### config.mk
export PLATFORM = sky130hd
export DESIGN_NAME = lru_victim_ctrl
export DESIGN_NICKNAME = d
export VERILOG_FILES = /design/src/rtl/lru_victim_ctrl.sv
export SDC_FILE = /design/constraint.sdc
export NUM_CORES = 1
export LEC_CHECK = 0
export ABC_AREA = 1
export ABC_CLOCK_PERIOD_IN_PS = 8100
export CAP_MARGIN = 30
export CORE_ASPECT_RATIO = 2
export CORE_UTILIZATION = 35
export CTS_CLUSTER_SIZE = 24
export DETAILED_ROUTE_END_ITERATION = 10
export PLACE_DENSITY = 0.57
export SLEW_MARGIN = 20
export SYNTH_ARGS = -nofsm -noshare
export SYNTH_HDL_FRONTEND = slang
export SYNTH_SLANG_ARGS = --single-unit
### constraint.sdc
create_clock -name clk -period 8.1 [get_ports clk]
set_input_delay 1.62 -clock clk [delete_from_list [all_inputs] [get_ports clk]]
set_output_delay 1.62 -clock clk [all_outputs]
set_load 0.1 [all_outputs]
### src/rtl/lru_victim_ctrl.sv
// Miss/replacement controller for one 8-way set: issues LRU hit touches, picks a
// victim on a miss, runs the refill handshake and issues the fill touch.
module lru_victim_ctrl #(
  parameter int AGE_W   = 3,
  parameter int TIMEOUT = 200
) (
  input  logic             clk,
  input  logic             rst,
  input  logic             i_lookup_valid,
  input  logic             i_hit_sig,
  input  logic [7:0]       i_hit_way_8,
  output logic             o_lookup_ready,
  input  logic [AGE_W-1:0] i_age0,
  input  logic [AGE_W-1:0] i_age1,
  input  logic [AGE_W-1:0] i_age2,
  input  logic [AGE_W-1:0] i_age3,
  input  logic [AGE_W-1:0] i_age4,
  input  logic [AGE_W-1:0] i_age5,
  input  logic [AGE_W-1:0] i_age6,
  input  logic [AGE_W-1:0] i_age7,
  input  logic [7:0]       i_invalidate,
  output logic             o_refill_req,
  output logic [2:0]       o_refill_way,
  input  logic             i_refill_ack,
  output logic             o_refill_err,
  output logic [7:0]       o_lru_way_8,
  output logic             o_lru_write_en,
  output logic             o_lru_hit_sig,
  output logic [7:0]       o_valid_ways
);

  localparam int CNT_W = (TIMEOUT > 1) ? $clog2(TIMEOUT) : 1;

  localparam logic [1:0] S_IDLE   = 2'd0;
  localparam logic [1:0] S_VICTIM = 2'd1;
  localparam logic [1:0] S_REQ    = 2'd2;
  localparam logic [1:0] S_UPDATE = 2'd3;

  logic [1:0]         r_state;
  logic [7:0]         r_valid;
  logic [8*AGE_W-1:0] r_ages;
  logic [2:0]         r_victim;
  logic [CNT_W-1:0]   r_tcnt;
  logic [7:0]         r_lru_way;
  logic               r_lru_we;
  logic               r_lru_hit;
  logic               r_err;

  logic [8*AGE_W-1:0] w_ages_in;
  logic               w_onehot;
  logic               w_hit;
  logic               w_miss;
  logic               w_timeout;
  logic [7:0]         w_set_mask;
  logic [2:0]         w_victim;
  logic               w_found;
  logic [AGE_W-1:0]   w_max_age;

  assign w_ages_in  = {i_age7, i_age6, i_age5, i_age4, i_age3, i_age2, i_age1, i_age0};
  assign w_onehot   = (i_hit_way_8 != 8'd0) && ((i_hit_way_8 & (i_hit_way_8 - 8'd1)) == 8'd0);
  assign w_hit      = i_lookup_valid & i_hit_sig & w_onehot;
  assign w_miss     = i_lookup_valid & ~w_hit;
  assign w_timeout  = (TIMEOUT != 0) && (r_tcnt == CNT_W'(TIMEOUT - 1));
  assign w_set_mask = (r_state == S_UPDATE) ? (8'd1 << r_victim) : 8'd0;

  // Invalid ways first; otherwise the strict-greater max scan yields the lowest
  // index among the oldest ways, which is also the first way at age 7.
  // NOTE: every always_comb output gets a default first so no latch is inferred.
  always_comb begin
    w_victim  = 3'd0;
    w_found   = 1'b0;
    w_max_age = r_ages[AGE_W-1:0];
    for (int i = 0; i < 8; i++) begin
      if (!w_found && !r_valid[i]) begin
        w_victim = 3'(i);
        w_found  = 1'b1;
      end
    end
    if (!w_found) begin
      for (int i = 1; i < 8; i++) begin
        if (r_ages[i*AGE_W +: AGE_W] > w_max_age) begin
          w_max_age = r_ages[i*AGE_W +: AGE_W];
          w_victim  = 3'(i);
        end
      end
    end
  end

  // NOTE: state registers use non-blocking assignments so all flops update together.
  always_ff @(posedge clk or posedge rst) begin
    if (rst) begin
      r_state   <= S_IDLE;
      r_valid   <= 8'd0;
      r_ages    <= '0;
      r_victim  <= 3'd0;
      r_tcnt    <= '0;
      r_lru_way <= 8'd0;
      r_lru_we  <= 1'b0;
      r_lru_hit <= 1'b0;
      r_err     <= 1'b0;
    end else begin
      r_lru_way <= 8'd0;
      r_lru_we  <= 1'b0;
      r_lru_hit <= 1'b0;
      r_err     <= 1'b0;
      // The fill set is OR-ed after the clear so a same-way invalidate loses.
      r_valid   <= (r_valid & ~i_invalidate) | w_set_mask;
      case (r_state)
        S_IDLE: begin
          if (w_hit) begin
            r_lru_way <= i_hit_way_8;
            r_lru_we  <= 1'b1;
            r_lru_hit <= 1'b1;
          end else if (w_miss) begin
            r_ages  <= w_ages_in;
            r_state <= S_VICTIM;
          end
        end
        S_VICTIM: begin
          r_victim <= w_victim;
          r_tcnt   <= '0;
          r_state  <= S_REQ;
        end
        S_REQ: begin
          if (i_refill_ack) begin
            r_lru_way <= 8'd1 << r_victim;
            r_lru_we  <= 1'b1;
            r_state   <= S_UPDATE;
          end else if (w_timeout) begin
            r_err   <= 1'b1;
            r_state <= S_IDLE;
          end else if (TIMEOUT != 0) begin
            r_tcnt <= r_tcnt + 1'b1;
          end
        end
        S_UPDATE: r_state <= S_IDLE;
        default:  r_state <= S_IDLE;
      endcase
    end
  end

  assign o_lookup_ready = (r_state == S_IDLE);
  assign o_refill_req   = (r_state == S_REQ);
  assign o_refill_way   = o_refill_req ? r_victim : 3'd0;
  assign o_refill_err   = r_err;
  assign o_lru_way_8    = r_lru_way;
  assign o_lru_write_en = r_lru_we;
  assign o_lru_hit_sig  = r_lru_hit;
  assign o_valid_ways   = r_valid;

endmodule

# Yosys cells after proc, flatten, opt, wreduce, memory -nomap -nowiden
# Index checks and enable logic that the tools add are counted.
# word_totals
reg_bits	56
in_bits	45
out_inout_bits	24
word_cells	119
# op_classes
n_addsub	2
n_lt_le_gt_ge	7
eq_ne	9
shifts	1
muxes	55
bitwise	8
n_reduce_logical	28
# op_table
op	n
two-way mux 3 bit	26
two-way mux 8 bit	5
case mux 8 bit (2 select lines)	2
> comparator 3 bit	7
bitwise AND 8 bit	2
two-way mux 1 bit	15
zero test 1 bit	13
two-way mux 2 bit	5
AND reduction 3 bit	3
adder 8 x 1 -> 8 bit (second input constant)	1
== test 8 bit (second input constant)	1
logical AND 1 bit	8
zero test 8 bit	1
NOT 8 bit	1
OR 8 bit	1
case mux 2 bit (4 select lines)	1
nonzero test 8 bit	1
left shift 1 x 3 -> 8 bit (first input constant)	1
subtractor 8 x 1 -> 8 bit (second input constant)	1
inequality test 2 bit (second input constant)	3
== test 2 bit (second input constant)	2
bitwise AND 1 bit	3
inequality test 3 x 1 -> 1 bit (second input constant)	1
== test 2 x 1 -> 1 bit (second input constant)	1
other kinds (5)	5

# Logic depth before layout (Yosys ltp)
# Gate-level depths: netlist of the first run.
# logic_depth
depth_word	40
mapped_depth	54
depth_no_buf	54

# Worst setup path before layout of the first run
# Ideal clock, no wire load.
# synth_timing
path_kind	register to register
from	register r_ages[2]
to	register r_victim[1]
t_arrival_ns	6.419
setup_slack_ns	1.555
stages_incl_launch_ff	49
path_buffers	0
synth_period_minus_slack_ns	6.545
path_cell_list	dfrtp_1 > inv_1 > ha_1 > a21oi_1 > nand2_1 > nand2_1 > o21ai_1 > ha_1 > nand3b_1 > nand2_1 > nand2_1 > or2_2 > nand2_1 > ha_1 > a31oi_1 > nand2_1 > inv_1 > o211ai_1 > (+13 left out) > ha_1 > nand2_1 > nor2_1 > nor3b_2 > inv_1 > nand2_1 > or2_2 > nand2_1 > ha_1 > nand2_1 > inv_1 > nand2_1 > a22oi_1 > or2_0 > nor2_1 > nand2_1 > nand2_1 > o21ai_0
# synth_between
elab_chain_len	21
elab_cells_between_ends	27
cone_classes	7 x order compare; 20 x mux
# synth_rtl
item	line_no	rtl
from (decl)	41	logic [8*AGE_W-1:0] r_ages;
from (signal assigned)	115	r_ages <= w_ages_in;
> comparator 3 bit	81	if (r_ages[i*AGE_W +: AGE_W] > w_max_age) begin
two-way mux 3 bit	81	
two-way mux 3 bit	79	if (!w_found) begin
> comparator 3 bit	81	
two-way mux 3 bit	81	
two-way mux 3 bit	79	
> comparator 3 bit	81	
two-way mux 3 bit	81	
(+5 left out)	--	
two-way mux 3 bit	81	
two-way mux 3 bit	79	
> comparator 3 bit	81	
two-way mux 3 bit	81	
two-way mux 3 bit	79	
> comparator 3 bit	81	
two-way mux 3 bit *	81	
two-way mux 3 bit *	79	
to (signal assigned)	120	r_victim <= w_victim;
to (decl)	42	logic [2:0] r_victim;
# Every way passes the cells marked *; elsewhere a longest branch is shown, timed or not. The select of a mux whose other input is x is not followed.
# A chain may end at the register's enable or synchronous reset.

# Final worst setup path of the first run
# Same ends and word-level chain as after synthesis.

==> flow_metrics.py, run 1 <==
metrics = {
    "synthesis": {
        "synth.top_cell.area_share_pct": 40.4,
        "ys.flop_type": "dfrtp_1",
        "yosys_warnings": 0,
        "ys_seq_area_share_pct": 40.4,
        "postSynth.asyncResetShare_pct": 100,
        "cells_after_synthesis": 448,
        "synth.cell_area_um2": 3470,
        "synthDistinctLibCells": 35,
        "synth_area_per_cell_um2": 7.74,
        "synth_largest_area_cell": "dfrtp_1",
        "synth.area.top_cells": "dfrtp_1 (40%), nand2_1 (13%), ha_1 (9.4%), inv_1 (8.0%), nand3_1 (4.9%)",
        "postSynthNetCount": 519,
        "synth_edf_count": 0,
        "synth.top_cells.by_count": "nand2_1 (117), inv_1 (74), dfrtp_1 (56), nand3_1 (34), ha_1 (26)",
        "yosys.cell_count.top_type": "nand2_1",
        "yosys_register_bits": 56,
    },
    "drt": {
        "routed_wirelength_mm": 8.67,
        "routed_via_count_divided_by_cell_count": 4.74,
        "avgRoutedWirePerCell_um": 13.3,
        "drcViolationCount": 0,
        "route.vias.total": 3083,
        "drt_first_pass_iters": 4,
        "initialDrtViolationCount": 142,
        "antenna_violating_nets_post_route": 0,
    },
    "final_layout": {
        "num-nets-final": 588,
        "area_used_by_multi_input_combinational_logic_um2": 1720,
        "final_layout_size_suffix_gt1_share_pct": 6.76,
        "area_added_between_synthesis_and_finish_pct": 28.0,
        "regArea_um2": 1400,
        "fill_cell_count": 1021,
        "antenna_cells": 0,
    },
    "worst_setup_path": {
        "regToRegEndpoint": "r_victim[1]$_DFFE_PP0N_",
        "crit_path_frequent_cell": "nand2_1",
        "timing.setup.critical_path_class": "reg -> reg",
        "required_time_at_the_worst_slack_endpoint_ns": 8.28,
        "setup_slack_on_the_worst_flop_to_flop_path_ns": 0.82,
        "r2r.worst_path.cells": 48,
        "path_max_fanout": 6,
        "reg2reg_from": "r_ages[2]$_DFFE_PP0P_",
        "worst_setup_path_start_kind": "register",
        "crit_path_end_kind": "register",
        "critical_path_slowest_stage_cell": "dfrtp_1",
        "timing.critical_path.slowest_cell_delay_ns": 0.35,
        "critical_path_arrival_ns": 7.46,
    },
    "global_routing": {
        "grt_antenna_before_repair": 0,
        "grt.total_usage_pct": 17.9,
        "global_route.overflow_total": 0,
        "global_route_wire_length_before_repair_mm": 14.2,
        "largest_net_degree_at_the_start_of_global_routing": 57,
        "grt_pass1_vias": 3073,
    },
    "cts": {
        "cts.repair_timing.setup_buffer_count": 0,
        "total_number_of_clock_tree_sinks": 56,
        "htreeDepth": 2,
        "worst_skew_pair_latency_ns": 0.30,
        "holdBufCountCts": 0,
        "cts_inserted_buffers": 5,
        "cts.repair.resized": 0,
        "max-clock-path-buffers": 2,
        "clk_pin_slew_worst_paths_ns": 0.07,
        "tritoncts": "built",
        "root_buffer": "clkbuf_16",
    },
    "hold_path": {
        "hold_end": "r_ages[23]$_DFFE_PP0P_",
        "min_from": "r_ages[23]$_DFFE_PP0P_",
        "timing.hold.worst.class": "reg -> reg",
        "instance_count_along_the_most_critical_hold_path": 2,
    },
    "floorplan": {
        "core.rowCount": 51,
        "design.core.area_um2": 9700,
        "initial_core_util_pct": 35.7,
        "chipHeight_um": 143,
        "design.die.area_um2": 10300,
        "dieWidth_um": 72.4,
        "pin_count": 69,
    },
    "sta": {
        "setup-tns-final_ns": 0,
        "finalCriticalPeriod_ns": 7.28,
        "maxSlewHeadroom_pct": 32.9,
        "worst-slew-pin-transition_ns": 1.00,
        "timing_hold_violations_final": 0,
        "final-max-slew-violation-count": 0,
        "final_critical_path_setup_slack_ns": 0.823,
        "fmax_mhz": 137,
        "clock_skew_ns": 0.00640,
        "layout_worst_path_cycle_share_pct": 89.8,
        "setup_repair_after_global_routing_missed_its_margin": "no",
        "timing.final.setup_violations": 0,
    },
    "flow_run": {
        "drv_cap": 0,
    },
    "placed_design": {
        "place.gp.congestion": 0.849,
        "dp_hpwl_mm": 6.69,
        "numPortBuffers": 68,
        "dp_slack_ns": 0.732,
    },
    "status": {
        "status": "finished, final reports clean",
    },
}
[flip-flops by register name, indices dropped and copies added (netlist names)]
register and flops:
r_ages 24, o_lru_way_8 8, o_valid_ways 8, r_tcnt 8, r_victim 3, r_state 2
o_lru_hit_sig 1, o_lru_write_en 1, o_refill_err 1
[final cells by class]
cell class	count	area share, %
multi-input cells	308	38.9
flip-flops and latches	56	31.6
repair buffers	70	16.0
inverters	76	6.43
well taps	132	3.72
clock buffers	6	3.13
clock inverters	2	0.310
[critical path, delay by kind of cell (launching register included)]
family | cells | cell delay (ns)
buffers and inverters | 4 | 0.24
DFF | 1 | 0.35
AOI/OAI and AO/OA | 8 | 1.01
and+or+nand+nor | 29 | 3.65
adders and majority gates | 7 | 1.91
[routing by layer]
layer	global-route usage, %	part of all wire, %	vias up
met4	6.09	1.6	0
li1	-	-	1591
met3	2.61	2.8	9
met1	19.2	40	1436
met2	34.5	56	47
met5	0	0	-
[how the worst max path moves through the flow]
| stage | startpoint | end | cells past startpoint |
|---|---|---|---|
| detailed placement | r_ages[2]$_DFFE_PP0P_ | r_victim[1]$_DFFE_PP0N_ | 48 |
| global route | r_ages[2]$_DFFE_PP0P_ | r_victim[2]$_DFFE_PP0N_ | 47 |
| global placement | r_ages[2]$_DFFE_PP0P_ | r_victim[1]$_DFFE_PP0N_ | 48 |
| finish | r_ages[2]$_DFFE_PP0P_ | r_victim[1]$_DFFE_PP0N_ | 48 |
| floorplan | r_ages[2]$_DFFE_PP0P_ | r_victim[1]$_DFFE_PP0N_ | 48 |
| CTS | r_ages[2]$_DFFE_PP0P_ | r_victim[1]$_DFFE_PP0N_ | 48 |
[logic make-up (layout without fill, tap and decap cells)]
group | after synthesis | count (layout) | synth area share, %
AOI/OAI and AO/OA | 74 | 74 | 13.1
xor gates and xnor gates | 5 | 5 | 1.26
adders and majority gates | 26 | 26 | 9.39
buffers and inverters | 84 | 154 | 9.89
DFF | 56 | 56 | 40.4
and+or+nand+nor | 203 | 203 | 26.0
[cell usage in the layout (no fill, tap or decap), types with 4 or more instances in the layout]
cell	instances
nand2_1	116
inv_1	73
clkdlybuf4s50_1	68
dfrtp_1	56
nand3_1	34
ha_1	26
o21ai_0	23
nor2_1	19
o21ai_1	12
a21oi_2	11
nor3_1	8
o22ai_1	8
a21oi_1	6
a31oi_1	6
nand4_1	5
or2_2	5
o31ai_1	5
clkbuf_16	5
and2_1	4
[stage by stage]
stage | hold WS (ns) | std cells | utilization [%] | area (um^2)
detailed placement | 0.487 | 642 | 44.1 | 4280
global route | 0.542 | 650 | 45.7 | 4440
CTS | 0.507 | 650 | 45.7 | 4430
global placement | 0.481 | 641 | 43.9 | 4260
floorplan | 0.459 | 448 | - | 3470
finish | 0.506 | 650 | 45.7 | 4440
Power of run 1 is left out: the tool's default activity adds up to more than one toggle a clock period on the data nets, which glitch-free logic cannot reach.
==> run 2: changes to the inputs <==
PLACE_DENSITY = 0.59   (was 0.57)
==> flow_metrics.py, run 2 (synthesis gave the netlist of run 1 again) <==
metrics = {
    "status": {
        "status": "finished, final reports clean",
    },
    "cts": {
        "tritoncts": "built",
        "cts.repair_timing.setup_buffer_count": 0,
        "total_number_of_clock_tree_sinks": 56,
        "clk_pin_slew_worst_paths_ns": 0.07,
        "worst_skew_pair_latency_ns": 0.30,
        "htreeDepth": 2,
        "holdBufCountCts": 0,
        "root_buffer": "clkbuf_16",
        "cts.repair.resized": 0,
        "cts_inserted_buffers": 5,
        "max-clock-path-buffers": 2,
    },
    "global_routing": {
        "grt_antenna_before_repair": 0,
        "grt.total_usage_pct": 17.9,
        "grt_pass1_vias": 3215,
        "global_route.overflow_total": 0,
        "global_route_wire_length_before_repair_mm": 14.2,
        "largest_net_degree_at_the_start_of_global_routing": 57,
    },
    "drt": {
        "avgRoutedWirePerCell_um": 13.1,
        "antenna_violating_nets_post_route": 0,
        "initialDrtViolationCount": 143,
        "drcViolationCount": 0,
        "route.vias.total": 3137,
        "routed_via_count_divided_by_cell_count": 4.83,
        "routed_wirelength_mm": 8.51,
        "drt_first_pass_iters": 4,
    },
    "sta": {
        "worst-slew-pin-transition_ns": 1.01,
        "maxSlewHeadroom_pct": 32.5,
        "timing.final.setup_violations": 0,
        "finalCriticalPeriod_ns": 7.26,
        "setup-tns-final_ns": 0,
        "setup_repair_after_global_routing_missed_its_margin": "no",
        "layout_worst_path_cycle_share_pct": 89.6,
        "fmax_mhz": 138,
        "final-max-slew-violation-count": 0,
        "timing_hold_violations_final": 0,
        "clock_skew_ns": 0.00486,
    },
    "worst_setup_path": {
        "worst_setup_path_start_kind": "register",
        "crit_start": "r_ages[2]$_DFFE_PP0P_",
        "crit_path_end_kind": "register",
        "timing.setup.critical_path_class": "reg -> reg",
        "crit_path_frequent_cell": "nand2_1",
        "critical_path_arrival_ns": 7.44,
        "path_max_fanout": 6,
        "required_time_at_the_worst_slack_endpoint_ns": 8.28,
        "timing.critical_path.slowest_cell_delay_ns": 0.34,
        "cpLargestDelayFamily": "simple AND/OR/NAND/NOR gates",
        "critical_path_buf_inv_count": 4,
        "reg2reg_from": "r_ages[2]$_DFFE_PP0P_",
        "critical_path_slowest_stage_cell": "dfrtp_1",
    },
    "final_layout": {
        "flip_flop_count_of_the_largest_register_after_layout": 24,
        "largest_register": "r_ages",
        "antenna_cells": 0,
        "mostFrequentLayoutCells": "nand2_1 (117), inv_1 (73), clkdlybuf4s50_1 (68), dfrtp_1 (56), nand3_1 (34)",
        "leading_cell_type_in_the_layout_fill_and_taps_excluded": "nand2_1",
        "num-nets-final": 588,
        "final_layout_size_suffix_gt1_share_pct": 6.56,
        "area_added_between_synthesis_and_finish_pct": 27.8,
        "fill_cell_count": 998,
    },
    "placed_design": {
        "dp_hpwl_mm": 6.65,
        "place.gp.congestion": 0.820,
        "numPortBuffers": 68,
    },
    "floorplan": {
        "chipHeight_um": 143,
        "initial_core_util_pct": 35.7,
        "pin_count": 69,
        "dieWidth_um": 72.4,
        "core.rowCount": 51,
        "design.die.area_um2": 10300,
        "design.core.area_um2": 9700,
    },
    "hold_path": {
        "min_from": "r_ages[23]$_DFFE_PP0P_",
        "timing.hold.worst.class": "reg -> reg",
    },
    "flow_run": {
        "drv_cap": 0,
    },
}
run 2: final cells by class:
cell class                      count  area (um^2)  share of cell area, %
Clock inverter                      3         22.5                  0.508
Multi-Input combinational cell    308         1720                   38.9
Sequential cell                    56         1400                   31.6
Tap cell                          132          165                   3.73
Inverter                           76          285                   6.44
Timing Repair Buffer               70          708                   16.0
Clock buffer                        5          125                   2.82
run 2: worst paths after layout:
kind	slack [ns]	cells after the start	end
setup / recovery	0.84	48	r_victim[1]$_DFFE_PP0N_
hold / removal	0.50	2	r_ages[23]$_DFFE_PP0P_
setup reg to reg	0.84	48	r_victim[1]$_DFFE_PP0N_
hold reg to reg	0.50	2	r_ages[23]$_DFFE_PP0P_
max in group asynchronous	5.76	3	r_ages[19]$_DFFE_PP0P_
min in group asynchronous	1.84	3	o_lru_way_8[6]$_DFF_PP0_
run 2: metrics by stage:
stage / setup slack, ns / utilization, % / instance area [um^2] / cells / hold slack (ns)
detailed placement: 0.841 / 44.1 / 4280 / 642 / 0.488
CTS: 0.804 / 45.7 / 4430 / 650 / 0.507
finish: 0.839 / 45.7 / 4430 / 650 / 0.504
floorplan: 1.55 / - / 3470 / 448 / 0.459
global route: 0.0662 / 45.7 / 4430 / 650 / 0.559
global placement: 1.07 / 43.9 / 4260 / 641 / 0.480
run 2: per-layer routing:
metal	GRT usage, %	routed length [um]	part of all wire [%]	vias to the layer above
met5	0	0	0	-
met4	6.81	174	2.0	0
met2	34.8	4720	55	68
met3	2.54	307	3.6	14
met1	18.5	3310	39	1461
li1	-	-	-	1594
run 2: worst reg2reg max path, delay by kind of cell, from the launching register on:
kind	cells	cell delay (ns)
and+or+nand+nor	29	3.67
adders and majority gates	7	1.90
AOI/OAI and AO/OA	8	1.01
DFF	1	0.34
buffers and inverters	4	0.23
Power of run 2 is left out for the same reason.
